## src/rtl/imm_pkg.sv

```systemverilog
// Shared definitions for the decode-path immediate generator: format codes,
// occupancy states of the two-entry output buffer and the XLEN legality check.
package imm_pkg;

    localparam logic [2:0] FMT_I    = 3'd0;
    localparam logic [2:0] FMT_S    = 3'd1;
    localparam logic [2:0] FMT_B    = 3'd2;
    localparam logic [2:0] FMT_J    = 3'd3;
    localparam logic [2:0] FMT_U    = 3'd4;
    localparam logic [2:0] FMT_Z    = 3'd5;
    localparam logic [2:0] FMT_SH   = 3'd6;
    localparam logic [2:0] FMT_RSVD = 3'd7;

    // ST_ONE: only OUT holds an entry; ST_FULL: OUT and SKID both hold one.
    typedef enum logic [1:0] {
        ST_EMPTY = 2'd0,
        ST_ONE   = 2'd1,
        ST_FULL  = 2'd2
    } state_t;

    function automatic bit xlen_legal(input int xlen);
        return (xlen == 32) || (xlen == 64);
    endfunction

endpackage

```

## src/rtl/imm_extract.sv

```systemverilog
// Combinational immediate extraction: raw instruction + format code -> XLEN
// immediate, flagging the reserved format code.
module imm_extract
    import imm_pkg::*;
#(
    parameter int XLEN = 64
) (
    input  logic [31:0]     instr,
    input  logic [2:0]      fmt,
    output logic [XLEN-1:0] imm,
    output logic            illegal
);

    localparam int SHAMT_W = (XLEN == 64) ? 6 : 5;

    // Formed at 64 bits and truncated, so XLEN=32 needs no zero-width replication.
    logic [63:0] ext;

    always_comb begin
        ext     = '0;
        illegal = 1'b0;
        case (fmt)
            FMT_I:   ext = {{52{instr[31]}}, instr[31:20]};
            FMT_S:   ext = {{52{instr[31]}}, instr[31:25], instr[11:7]};
            FMT_B:   ext = {{51{instr[31]}}, instr[31], instr[7], instr[30:25],
                            instr[11:8], 1'b0};
            FMT_J:   ext = {{43{instr[31]}}, instr[31], instr[19:12], instr[20],
                            instr[30:21], 1'b0};
            FMT_U:   ext = {{32{instr[31]}}, instr[31:12], 12'b0};
            FMT_Z:   ext = {59'b0, instr[19:15]};
            FMT_SH:  ext = 64'(instr[20 +: SHAMT_W]);
            default: illegal = 1'b1;
        endcase
    end

    assign imm = ext[XLEN-1:0];

    // Opcode bits and, at XLEN=32, the upper half of ext are intentionally dropped.
    logic unused_bits;
    assign unused_bits = ^{instr[6:0], ext};

endmodule

```

## src/rtl/imm_gen_stage.sv

```systemverilog
// Registered immediate-generation stage: extracts the immediate, precomputes
// pc+imm and hands results downstream through a 2-entry skid buffer.
module imm_gen_stage
    import imm_pkg::*;
#(
    parameter int XLEN = 64
) (
    input  logic            clk,
    input  logic            rst_n,
    input  logic            flush,
    input  logic            in_valid,
    output logic            in_ready,
    input  logic [31:0]     in_instr,
    input  logic [XLEN-1:0] in_pc,
    input  logic [2:0]      in_fmt,
    output logic            out_valid,
    input  logic            out_ready,
    output logic [XLEN-1:0] out_imm,
    output logic [XLEN-1:0] out_target,
    output logic [2:0]      out_fmt,
    output logic            out_illegal
);

    if (!xlen_legal(XLEN)) begin : g_bad_xlen
        $error("imm_gen_stage: XLEN must be 32 or 64");
    end

    state_t            state;
    logic [XLEN-1:0]   new_imm;
    logic [XLEN-1:0]   new_tgt;
    logic              new_ill;
    logic [XLEN-1:0]   sk_imm;
    logic [XLEN-1:0]   sk_tgt;
    logic [2:0]        sk_fmt;
    logic              sk_ill;
    logic              in_xfer;
    logic              out_xfer;

    imm_extract #(.XLEN(XLEN)) u_extract (
        .instr   (in_instr),
        .fmt     (in_fmt),
        .imm     (new_imm),
        .illegal (new_ill)
    );

    // Wraps modulo 2^XLEN; the reserved format yields imm=0 so target=pc.
    assign new_tgt  = in_pc + new_imm;
    assign in_xfer  = in_valid & in_ready & ~flush;
    assign out_xfer = out_valid & out_ready;

    // SKID is only read after being written, so it carries no reset.
    always_ff @(posedge clk) begin
        if (state == ST_ONE && in_xfer && !out_xfer) begin
            sk_imm <= new_imm;
            sk_tgt <= new_tgt;
            sk_fmt <= in_fmt;
            sk_ill <= new_ill;
        end
    end

    always_ff @(posedge clk or negedge rst_n) begin
        if (!rst_n) begin
            state       <= ST_EMPTY;
            in_ready    <= 1'b1;
            out_valid   <= 1'b0;
            out_imm     <= '0;
            out_target  <= '0;
            out_fmt     <= '0;
            out_illegal <= 1'b0;
        end else if (flush) begin
            state     <= ST_EMPTY;
            in_ready  <= 1'b1;
            out_valid <= 1'b0;
        end else begin
            case (state)
                ST_EMPTY: begin
                    if (in_xfer) begin
                        out_imm     <= new_imm;
                        out_target  <= new_tgt;
                        out_fmt     <= in_fmt;
                        out_illegal <= new_ill;
                        out_valid   <= 1'b1;
                        state       <= ST_ONE;
                    end
                end
                ST_ONE: begin
                    if (in_xfer && !out_xfer) begin
                        in_ready <= 1'b0;
                        state    <= ST_FULL;
                    end else if (in_xfer) begin
                        out_imm     <= new_imm;
                        out_target  <= new_tgt;
                        out_fmt     <= in_fmt;
                        out_illegal <= new_ill;
                    end else if (out_xfer) begin
                        out_valid <= 1'b0;
                        state     <= ST_EMPTY;
                    end
                end
                ST_FULL: begin
                    if (out_xfer) begin
                        out_imm     <= sk_imm;
                        out_target  <= sk_tgt;
                        out_fmt     <= sk_fmt;
                        out_illegal <= sk_ill;
                        in_ready    <= 1'b1;
                        state       <= ST_ONE;
                    end
                end
                default: begin
                    in_ready  <= 1'b1;
                    out_valid <= 1'b0;
                    state     <= ST_EMPTY;
                end
            endcase
        end
    end

endmodule
```

## config.mk

```make
export PLATFORM = sky130hd
export DESIGN_NAME = imm_gen_stage
export DESIGN_NICKNAME = d
export VERILOG_FILES = /design/src/rtl/imm_pkg.sv /design/src/rtl/imm_extract.sv /design/src/rtl/imm_gen_stage.sv
export SDC_FILE = /design/constraint.sdc
export NUM_CORES = 1
export LEC_CHECK = 0
export CORE_MARGIN = 5
export CORE_UTILIZATION = 45
export DETAILED_ROUTE_END_ITERATION = 16
export PLACE_DENSITY = 0.69
export SYNTH_ARGS = -nofsm -noshare
export SYNTH_HDL_FRONTEND = slang
export SYNTH_HIERARCHICAL = 1
export SYNTH_SLANG_ARGS = --single-unit
```

## constraint.sdc

```tcl
create_clock -name clk -period 11.8 [get_ports clk]
set_input_delay 1.77 -clock clk [delete_from_list [all_inputs] [get_ports clk]]
set_output_delay 1.77 -clock clk [all_outputs]
set_load 0.1 [all_outputs]
```

==> results.md, run 1 <==
| Parameter | Value | Unit |
|---|---|---|
| Total Power | 5.113 | mW |
| Final critical-path required period | 6.370 | ns |
| Largest cells by area after synthesis | sky130_fd_sc_hd__edfxtp_1, sky130_fd_sc_hd__dfrtp_1, sky130_fd_sc_hd__nand2_1, sky130_fd_sc_hd__ha_1, sky130_fd_sc_hd__a21oi_1 | - |
| Critical path cell sequence | clkdlybuf4s50_1 > nor3b_2 > a21o_1 > ha_1 > a21oi_1 > o21ai_1 > a211oi_1 > o221ai_1 > a221oi_1 > a2111oi_2 > or3_1 > and2_1 | - |
| Post-CTS setup repair buffer count | 0 | - |
| Setup WS pre-CTS | 4.921 | ns |
| Arrival time worst endpoint | 6.68 | ns |
| Async SR Flop Fraction | 0.5075 | - |
| Cell-internal power | 2.464 | mW |
| Initial Util | 0.4559 | - |
| Leakage power of the design | 7.257 | nW |
| Required time worst endpoint | 12.11 | ns |
| Number of buffers inserted by port buffering | 230 | - |
| Maximum fanout along the worst path | 22 | - |
| Storage element area | 7368 | sq um |
| Share of total power consumed by net switching | 0.5180 | - |
| Chip Width | 191.8 | um |
| #FFs+latches synth | 268 | - |
| Number of maximum-capacitance violations | 0 | - |
| Setup Total Neg Slack | 0 | ns |
| Overall die area | 36780 | sq um |
| DP Wirelength | 29090 | um |
| P per Cell Area | 280.2 | nW/um^2 |
| Number of nets in the synthesized netlist | 1746 | - |
| Top post-synthesis cells by count | sky130_fd_sc_hd__nand2_1, sky130_fd_sc_hd__nor2_1, sky130_fd_sc_hd__a21oi_1, sky130_fd_sc_hd__dfrtp_1, sky130_fd_sc_hd__edfxtp_1 | - |
| Number of different library cells in the post-synthesis netlist | 79 | - |
| Met1 demand-to-capacity share in global routing | 0.3242 | - |
| DRT Pass-1 Iters | 5 | - |
| Setup repair after global routing missed its margin | false | - |
| Leading cell type by number of instances after synthesis | sky130_fd_sc_hd__nand2_1 | - |
| Final hold viol count | 0 | - |
| Buffer type at the clock tree root | sky130_fd_sc_hd__clkbuf_16 | - |
| Number of enable-type register cells in the synthesized netlist | 132 | - |
| Proportion of layout cells with a drive suffix above 1 | 0.05660 | - |
| Worst-Margin Slew | 1.165 | ns |
| Class of the worst hold path | reg2reg | - |
| Kind of start point of the critical path | input pin | - |
| Global route hottest layer | met2 | - |
| Non-filler instance count after layout | 2191 | - |
| Ys flop type | sky130_fd_sc_hd__dfrtp_1 | - |
| Number of nets still failing antenna checks after routing | 0 | - |
| Clock network power share | 0.194 | - |
| Portion of synthesized cell area occupied by the leading cell type | 0.2666 | - |
| Area added between synthesis and finish | 22.71 | % |
| Class of the most critical setup path | in2reg | - |
| Endpoint class of the critical path | flip-flop | - |
| Number of global-route vias before repair | 11822 | - |
| Number of sinks on the clock net | 268 | - |
| CTS Hold Bufs | 0 | - |
| Minimum setup slack in the final design | 5.430 | ns |
| Sequential share of power | 0.267 | - |
| Clock edge transition at the registers on the reported setup and hold paths | 0.07 | ns |
| Portion of the post-synthesis area used by sequential elements | 0.4955 | - |
| Master of the slowest instance on the critical path | sky130_fd_sc_hd__clkdlybuf4s50_1 | - |
| Part of the cycle the worst path needs | 0.5398 | - |
| Detailed-route vias per instance | 5.576 | - |
| Status | completed | - |
| DRC | 0 | - |
| Synth area leader | sky130_fd_sc_hd__edfxtp_1 | - |
| Largest net degree at the start of global routing | 109 | - |
| Number of synthesis warnings | 6 | - |
| Net switching power | 2.649 | mW |
| Clk_skew | 0.009031 | ns |
| Area used by multi-input combinational logic | 6804 | sq um |
| Maximum resistive drop on vdd | 0.0002598 | V |
| Cells resized by post-CTS repair | 0 | - |
| GR Layer Usage met3 | 0.03999 | - |
| Clk Latency, worst-skew pair | 0.55 | ns |
| Syn Area/Cell | 9.424 | sq um |
| # IOs | 238 | - |
| Area of the mapped netlist | 14870 | sq um |
| Max Buffers Root-to-Sink | 3 | - |
| Routed wirelength normalized by instance count | 19.20 | um |
| Number of filler cells placed in the layout | 2927 | - |
| Core Rows | 66 | - |
| Highest clock rate | 157.0 | MHz |
| Routability congestion estimate | 0.8987 | - |
| Total overflow reported by the global router | 0 | - |
| Dpl cells | 2135 | - |
| Remaining max-slew budget at the tightest pin | 0.2217 | - |
| Wire length of the first global-routing pass | 66520 | um |
| Via count of the routed design | 12218 | - |
| Number of CTS-inserted buffers | 30 | - |
| Gate count after technology mapping | 1578 | - |
| Gate power share | 0.539 | - |
| Count of pins over their slew limit | 0 | - |
| CTS tree | done | - |
| Endpoints failing setup | 0 | - |
| Routed wire length | 42070 | um |
| Antenna violations before repair | 0 | - |
| Delay contributed by the slowest stage of the critical path | 1.08 | ns |
| Number of nets in the layout | 1893 | - |
| Tot GR Track Use | 0.2244 | - |
| Diodes inserted | 0 | - |
| Core area | 32620 | sq um |
| Die Span Y | 191.8 | um |
| Initial DRC count | 1034 | - |
| Met2 usage | 0.3539 | - |
| Level count of the clock H-tree | 1 | - |
## worst paths after layout
| path | from | end | slack, ns | cells after the start |
|---|---|---|---|---|
| min in group asynchronous | rst_n | out_imm[22] | 1.33 | 1 |
| worst max-delay path | in_fmt[2] | sk_tgt[53] | 5.43 | 12 |
| worst min-delay path | sk_tgt[59] | out_target[59] | 0.48 | 2 |
| max in group asynchronous | rst_n | out_fmt[2] | 9.20 | 2 |
| worst min register to register | sk_tgt[59] | out_target[59] | 0.48 | 2 |
| worst max register to register | in_ready | out_imm[33] | 7.61 | 9 |
## per-layer routing
metal	up-vias	routed length [um]
li1	5913	-
met1	5911	19120
met2	339	19250
met3	55	2844
met4	0	857
met5	-	0
## state kept, by name (all words and copies together), names as in the netlist
register     count
sk_fmt           3
out_imm         64
out_illegal      1
sk_imm          64
out_valid        1
in_ready         1
sk_ill           1
state            2
out_target      64
out_fmt          3
sk_tgt          64
## kinds of logic after synthesis
kind of cell | synth area share
multiplexers | 0.009507
AND/OR/NAND/NOR | 0.1711
buffers and inverters | 0.04897
AO/OA/AOI/OAI | 0.1833
adder cells (fa/ha/maj) | 0.05435
flip-flops | 0.4955
XOR/XNOR | 0.03719
## cell type report
cell class,instances,share of cell area
well taps,442,0.03031
inverters,25,0.005143
flip-flops and latches,268,0.4038
clock inverters,18,0.01179
repair buffers,239,0.1299
clock buffers,38,0.04615
multi-input cells,1161,0.3729
## power by group through the flow
stage	Clock, mW	Combinational [mW]	Sequential, mW
5_1_grt	1.06	2.87	1.40
3_5_place_dp	0	2.76	1.38
3_3_place_gp	0	2.75	1.37
4_1_cts	1.01	2.77	1.37
6_report	0.991	2.76	1.37
2_1_floorplan	0	0.539	2.92
## through the flow
step	instance area [sq um]	utilization	hold WS, ns
2_1_floorplan	14870	-	0.4588
3_3_place_gp	17190	0.5270	0.4627
3_5_place_dp	17190	0.5270	0.4716
4_1_cts	18250	0.5594	0.4835
5_1_grt	18250	0.5594	0.5160
6_report	18250	0.5594	0.4777
## placed cells by master (no fill, tap or decap), types with 8 or more instances in the layout
master | Yosys | layout
sky130_fd_sc_hd__clkdlybuf4s50_1 | 0 | 229
sky130_fd_sc_hd__a21o_1 | 39 | 39
sky130_fd_sc_hd__a21oi_1 | 135 | 135
sky130_fd_sc_hd__buf_4 | 35 | 9
sky130_fd_sc_hd__nor3_1 | 16 | 16
sky130_fd_sc_hd__nand2_1 | 303 | 303
sky130_fd_sc_hd__ha_1 | 63 | 63
sky130_fd_sc_hd__a31oi_1 | 106 | 106
sky130_fd_sc_hd__xnor2_1 | 36 | 36
sky130_fd_sc_hd__clkbuf_16 | 0 | 31
sky130_fd_sc_hd__edfxtp_1 | 132 | 132
sky130_fd_sc_hd__nor2b_1 | 12 | 12
sky130_fd_sc_hd__o21bai_1 | 15 | 15
sky130_fd_sc_hd__mux2i_1 | 13 | 13
sky130_fd_sc_hd__dfrtp_1 | 135 | 135
sky130_fd_sc_hd__o21a_1 | 8 | 8
sky130_fd_sc_hd__o21ai_0 | 38 | 38
sky130_fd_sc_hd__or3_1 | 8 | 8
sky130_fd_sc_hd__o22ai_1 | 10 | 10
sky130_fd_sc_hd__inv_1 | 24 | 24
sky130_fd_sc_hd__xor2_1 | 24 | 24
sky130_fd_sc_hd__nor2_1 | 172 | 170
sky130_fd_sc_hd__o21ai_1 | 10 | 10
sky130_fd_sc_hd__nand3_1 | 27 | 27
sky130_fd_sc_hd__nand4_1 | 19 | 19
## worst max-delay path, delay by kind of cell
family                   cells  cell delay [ns]
AO/OA/AOI/OAI                7             2.16
AND/OR/NAND/NOR              3             1.33
buffers and inverters        1             1.08
adder cells (fa/ha/maj)      1             0.33
(Power assumes the default switching activity.)
==> inputs of run 2 (changes only) <==
Clock period 11.8 ns to 6 ns, I/O delays scaled along.
==> run 2 against run 1 <==
Highest routed layer unchanged. Cell count up 0.23%. Global-route usage decreased by 0.32 points. Critical endpoint unchanged. Routed wire length is 0.74% lower. Hold slack got worse by 0.044 ns.
==> results.md, run 2 (synthesis results as in run 1) <==
| Parameter | Value | Unit |
|---|---|---|
| Status | completed | - |
| Wire length of the first global-routing pass | 65330 | um |
| Share of total power consumed by net switching | 0.5251 | - |
| Critical R2R Launch | in_ready | - |
| Clk Latency, worst-skew pair | 0.54 | ns |
| Final hold viol count | 0 | - |
| Number of sinks on the clock net | 268 | - |
| Length in cells of the worst reg-to-reg path | 9 | - |
| Area used by multi-input combinational logic | 6804 | sq um |
| Gate power share | 0.551 | - |
| Class of the worst hold path | in2async | - |
| Setup repair after global routing missed its margin | false | - |
| Most common cell on crit path | sky130_fd_sc_hd__a21oi_1 | - |
| Total overflow reported by the global router | 0 | - |
| Number of buffers inserted by port buffering | 230 | - |
| Maximum fanout along the worst path | 9 | - |
| Final cell area excluding filler cells | 18200 | sq um |
| Commonest cells after routing, fill and taps aside | sky130_fd_sc_hd__nand2_1, sky130_fd_sc_hd__clkdlybuf4s50_1, sky130_fd_sc_hd__nor2_1 | - |
| Endpoints failing setup | 0 | - |
| Area added between synthesis and finish | 22.36 | % |
| Part of the cycle the worst path needs | 0.8333 | - |
| Worst r2r dst | out_target[63] | - |
| Number of filler cells placed in the layout | 2927 | - |
| Count of pins over their slew limit | 0 | - |
| Kind of start point of the critical path | input pin | - |
| Routed wire length | 41760 | um |
| Tot GR Track Use | 0.2212 | - |
| DP Wirelength | 29100 | um |
| Sequential share of power | 0.272 | - |
| Number of nets still failing antenna checks after routing | 0 | - |
| Master of the slowest instance on the critical path | sky130_fd_sc_hd__clkdlybuf4s50_1 | - |
| Initial DRC count | 930 | - |
| Total Power | 9.861 | mW |
| Leakage power of the design | 7.222 | nW |
| Kind of cell adding the most delay to the critical path | compound AO/OA/AOI/OAI gates | - |
| Die Span Y | 191.8 | um |
| Cells resized by post-CTS repair | 0 | - |
| Instance area at placement | 17280 | sq um |
| Number of global-route vias before repair | 11638 | - |
| P per Cell Area | 541.9 | nW/um^2 |
| Via count of the routed design | 12216 | - |
| Level count of the clock H-tree | 1 | - |
| Routability congestion estimate | 0.9142 | - |
| Clock network power share | 0.177 | - |
| Detailed-route vias per instance | 5.563 | - |
| Cell-internal power | 4.683 | mW |
| Clock edge transition at the registers on the reported setup and hold paths | 0.06 | ns |
| Setup slack on the worst flop-to-flop path | 3.13 | ns |
| Core area | 32620 | sq um |
| Routed wirelength normalized by instance count | 19.02 | um |
| Worst-Margin Slew | 1.073 | ns |
| DRC | 0 | - |
| Arrival time worst endpoint | 5.31 | ns |
| Diodes inserted | 0 | - |
| Final critical-path required period | 5.000 | ns |
| # IOs | 238 | - |
| Class of the most critical setup path | in2reg | - |
| Remaining max-slew budget at the tightest pin | 0.2827 | - |
| Max Buffers Root-to-Sink | 3 | - |
| Number of CTS-inserted buffers | 29 | - |
| Number of nets in the layout | 1901 | - |
| DRT Pass-1 Iters | 8 | - |
| Overall die area | 36780 | sq um |
| Proportion of layout cells with a drive suffix above 1 | 0.05587 | - |
| Initial Util | 0.4559 | - |
| Number of maximum-capacitance violations | 0 | - |
| Clk_skew | 0.008033 | ns |
| Required time worst endpoint | 6.31 | ns |
| Largest net degree at the start of global routing | 150 | - |
| Storage element area | 7368 | sq um |
| Buf/Inv on CP | 2 | - |
| Core Rows | 66 | - |
| Delay contributed by the slowest stage of the critical path | 0.56 | ns |
| CTS tree | done | - |
| CTS Hold Bufs | 0 | - |
| Critical path cell sequence | clkdlybuf4s50_1 > buf_4 > nor2b_1 > a21oi_1 > o22ai_1 > ha_1 > a21oi_1 > o21ai_1 > a21oi_1 > nor2_1 > a211o_2 > a221oi_1 > a2111oi_2 > or3_1 > and2_1 | - |
| Highest clock rate | 200.0 | MHz |
| Leading cell type in the layout, fill and taps excluded | sky130_fd_sc_hd__nand2_1 | - |
| Buffer type at the clock tree root | sky130_fd_sc_hd__clkbuf_16 | - |
| Antenna violations before repair | 1 | - |
| Post-CTS setup repair buffer count | 0 | - |
| Net switching power | 5.177 | mW |
| Worst hold slack | 0.4332 | ns |
| Setup Total Neg Slack | 0 | ns |
| Endpoint class of the critical path | flip-flop | - |
| Maximum resistive drop on vdd | 0.0005246 | V |
| Final core utilization | 0.5578 | - |
| Chip Width | 191.8 | um |
-- run 2: cell types whose count changed in the layout (fill, tap and decap cells not counted), moves of 3 or more --
cell                       delta
sky130_fd_sc_hd__clkinv_2     -3
sky130_fd_sc_hd__clkinv_1     -3
sky130_fd_sc_hd__clkbuf_8     -3
sky130_fd_sc_hd__buf_4        +7
sky130_fd_sc_hd__clkbuf_1     +9
-- run 2: worst max-delay path by stage --
stage	start	cells past startpoint	to
6_report	in_fmt[1]	15	sk_tgt[53]
5_1_grt	in_fmt[0]	17	out_target[62]
4_1_cts	in_fmt[0]	17	out_target[62]
3_5_place_dp	in_fmt[0]	17	out_target[62]
3_3_place_gp	in_fmt[0]	17	out_target[60]
2_1_floorplan	in_ready	3	sk_fmt[0]
-- run 2: metal layers --
metal / routed length (um) / global-route usage / vias up
met1: 19100 / 0.3216 / 5880
met3: 2706 / 0.03544 / 61
li1: - / - / 5925
met4: 915 / 0.05276 / 0
met5: 0 / 0 / -
met2: 19040 / 0.3488 / 350
-- run 2: area by class of cell --
class / count / share of cell area
repair buffers: 248 / 0.1354
flip-flops and latches: 268 / 0.4050
clock buffers: 42 / 0.04312
clock inverters: 10 / 0.007014
inverters: 25 / 0.005157
well taps: 442 / 0.03039
multi-input cells: 1161 / 0.3740
-- run 2: metrics by stage --
| stage | setup slack, ns | std cells |
|---|---|---|
| floorplan | 1.102 | 1578 |
| global placement | 0.6674 | 2144 |
| detailed placement | 0.5808 | 2144 |
| CTS | 1.144 | 2196 |
| global route | 0.8141 | 2196 |
| finish | 1.000 | 2196 |
-- run 2: worst reg2reg max path, stage by stage, from the launching register on --
cell and delay [ns]:
sky130_fd_sc_hd__dfstp_2 0.56, sky130_fd_sc_hd__nand2_1 0.09, sky130_fd_sc_hd__nor2_1 0.28, sky130_fd_sc_hd__a21oi_1 0.08, sky130_fd_sc_hd__nor2_1 0.14, sky130_fd_sc_hd__a21oi_1 0.09, sky130_fd_sc_hd__or2_2 0.62, sky130_fd_sc_hd__nor2_1 0.57
sky130_fd_sc_hd__o311ai_0 0.23, sky130_fd_sc_hd__o21ai_1 0.15
-- run 2: power groups by stage --
stage	clock network (mW)	registers, mW	logic [mW]
after floorplan	0	5.74	1.06
after global placement	0	2.71	5.41
after detailed placement	0	2.72	5.44
after CTS	1.78	2.69	5.45
after global routing	1.86	2.74	5.65
final	1.75	2.68	5.43
==> inputs of run 3 (changes only) <==
Clock period 6 ns to 4.7 ns, I/O delays scaled along.
==> run 3 against run 2 <==
Die area is the same. Clock power increased by 32%. Sequential power increased by 28%. Critical path depth is 2 higher. Register-to-register slack worse by 1.4 ns. Routed wire length rose by 2.9%. Global-route usage rose by 0.79 points. Cell count up 4.5%. Clock skew rose by 0.013 ns. Via count rose by 3.2%. Final area grew 4.4%. Largest cell class unchanged.
==> results.md, run 3 (synthesis results as in run 1) <==
| Parameter | Value | Unit |
|---|---|---|
| Required time worst endpoint | 5.12 | ns |
| Number of buffers inserted by port buffering | 230 | - |
| Final core utilization | 0.5822 | - |
| Buffer type at the clock tree root | sky130_fd_sc_hd__clkbuf_16 | - |
| Class of the worst hold path | in2async | - |
| Maximum resistive drop on vdd | 0.0006102 | V |
| DRC | 0 | - |
| Proportion of layout cells with a drive suffix above 1 | 0.1080 | - |
| Routed wire length | 42990 | um |
| Count of pins over their slew limit | 0 | - |
| Overall die area | 36780 | sq um |
| Area used by multi-input combinational logic | 6804 | sq um |
| Detailed-route vias per instance | 5.494 | - |
| Endpoints failing setup | 0 | - |
| CTS Hold Bufs | 0 | - |
| Status | completed | - |
| Leading cell type in the layout, fill and taps excluded | sky130_fd_sc_hd__nand2_1 | - |
| Routed wirelength normalized by instance count | 18.74 | um |
| Class of the most critical setup path | in2reg | - |
| Initial DRC count | 886 | - |
| Kind of start point of the critical path | input pin | - |
| Setup Total Neg Slack | 0 | ns |
| Largest net degree at the start of global routing | 141 | - |
| Antenna violations before repair | 1 | - |
| Clk_skew | 0.02066 | ns |
| DRT Pass-1 Iters | 7 | - |
| Via count of the routed design | 12604 | - |
| Core area | 32620 | sq um |
| Clock edge transition at the registers on the reported setup and hold paths | 0.06 | ns |
| # IOs | 238 | - |
| Number of maximum-capacitance violations | 0 | - |
| Max Buffers Root-to-Sink | 3 | - |
| Number of filler cells placed in the layout | 2869 | - |
| Total Power | 12.79 | mW |
| Final critical-path required period | 4.329 | ns |
| Routability congestion estimate | 0.9442 | - |
| Final hold viol count | 0 | - |
| Number of nets still failing antenna checks after routing | 0 | - |
| Wire length of the first global-routing pass | 67760 | um |
| Core Rows | 66 | - |
| Number of nets in the layout | 1997 | - |
| Setup repair after global routing missed its margin | false | - |
| Maximum fanout along the worst path | 14 | - |
| Endpoint class of the critical path | flip-flop | - |
| Total overflow reported by the global router | 0 | - |
| Number of CTS-inserted buffers | 29 | - |
| Cells resized by post-CTS repair | 0 | - |
| Area added between synthesis and finish | 27.71 | % |
| P per Cell Area | 673.7 | nW/um^2 |
| Remaining max-slew budget at the tightest pin | 0.2672 | - |
| Die Span Y | 191.8 | um |
| Leakage power of the design | 7.727 | nW |
| DP Wirelength | 30620 | um |
| Commonest cells after routing, fill and taps aside | sky130_fd_sc_hd__nand2_1, sky130_fd_sc_hd__clkdlybuf4s50_1, sky130_fd_sc_hd__nor2_1 | - |
| Initial Util | 0.4559 | - |
| Worst-Margin Slew | 1.096 | ns |
| Highest clock rate | 231.0 | MHz |
| Tot GR Track Use | 0.2290 | - |
| Post-CTS setup repair buffer count | 0 | - |
| Part of the cycle the worst path needs | 0.9210 | - |
| Number of sinks on the clock net | 268 | - |
| Number of global-route vias before repair | 12233 | - |
| Level count of the clock H-tree | 1 | - |
| Storage element area | 7368 | sq um |
| Arrival time worst endpoint | 4.75 | ns |
| Clk Latency, worst-skew pair | 0.55 | ns |
| CTS tree | done | - |
| Chip Width | 191.8 | um |
-- run 3: metal layers --
layer,share of wire,wire length (um),global-route usage,vias up
met5,0,0,0,-
met4,0.023,974,0.05635,0
met3,0.063,2720,0.03980,58
met2,0.46,19910,0.3680,359
met1,0.45,19390,0.3247,6075
li1,-,-,-,6112
-- run 3: critical path, cell delays in order --
cell and delay (ns):
sky130_fd_sc_hd__clkdlybuf4s50_1 0.45, sky130_fd_sc_hd__buf_4 0.16, sky130_fd_sc_hd__buf_4 0.18, sky130_fd_sc_hd__nor3b_2 0.23, sky130_fd_sc_hd__buf_4 0.22, sky130_fd_sc_hd__a21o_1 0.19, sky130_fd_sc_hd__ha_1 0.31, sky130_fd_sc_hd__a21oi_1 0.16
sky130_fd_sc_hd__o21ai_1 0.11, sky130_fd_sc_hd__a211oi_1 0.35, sky130_fd_sc_hd__buf_4 0.18, sky130_fd_sc_hd__o221ai_1 0.17, sky130_fd_sc_hd__a221o_1 0.44, sky130_fd_sc_hd__o211ai_2 0.27, sky130_fd_sc_hd__nand2_1 0.13, sky130_fd_sc_hd__o311ai_0 0.36
sky130_fd_sc_hd__a21oi_1 0.11
-- run 3: worst paths after layout --
path | to | start | slack, ns | cells after the start
setup / recovery | out_target[57] | in_fmt[0] | 0.37 | 17
hold / removal | out_target[23] | rst_n | 0.24 | 1
setup reg to reg | out_target[63] | in_ready | 1.75 | 9
hold reg to reg | out_target[32] | out_target[32] | 0.47 | 2
max in group asynchronous | out_target[8] | rst_n | 3.51 | 2
min in group clk | out_target[32] | out_target[32] | 0.47 | 2
-- run 3: layout make-up --
class / instances / share of cell area
Clock buffer: 42 / 0.04342
Timing Repair Buffer: 344 / 0.1690
Clock inverter: 11 / 0.007116
Antenna cell: 1 / 0.0001318
Multi-Input combinational cell: 1161 / 0.3583
Sequential cell: 268 / 0.3880
Inverter: 25 / 0.004941
Tap cell: 442 / 0.02912
-- run 3: stage by stage --
stage | area, sq um | hold WS, ns | setup WS [ns] | instances
2_1_floorplan | 14870 | 0.4094 | 0.4168 | 1578
3_3_place_gp | 18030 | 0.4654 | -0.1541 | 2240
3_5_place_dp | 18030 | 0.4697 | -0.2298 | 2240
4_1_cts | 18990 | 0.2537 | 0.3476 | 2293
5_1_grt | 18990 | 0.3103 | 0.1021 | 2293
6_report | 18990 | 0.2377 | 0.3715 | 2294
-- run 3: report_power, final --
part	switching, mW	total, mW	internal, mW
logic	5.38	7.05	1.67
registers	0.344	3.44	3.09
clock network	0.932	2.31	1.37
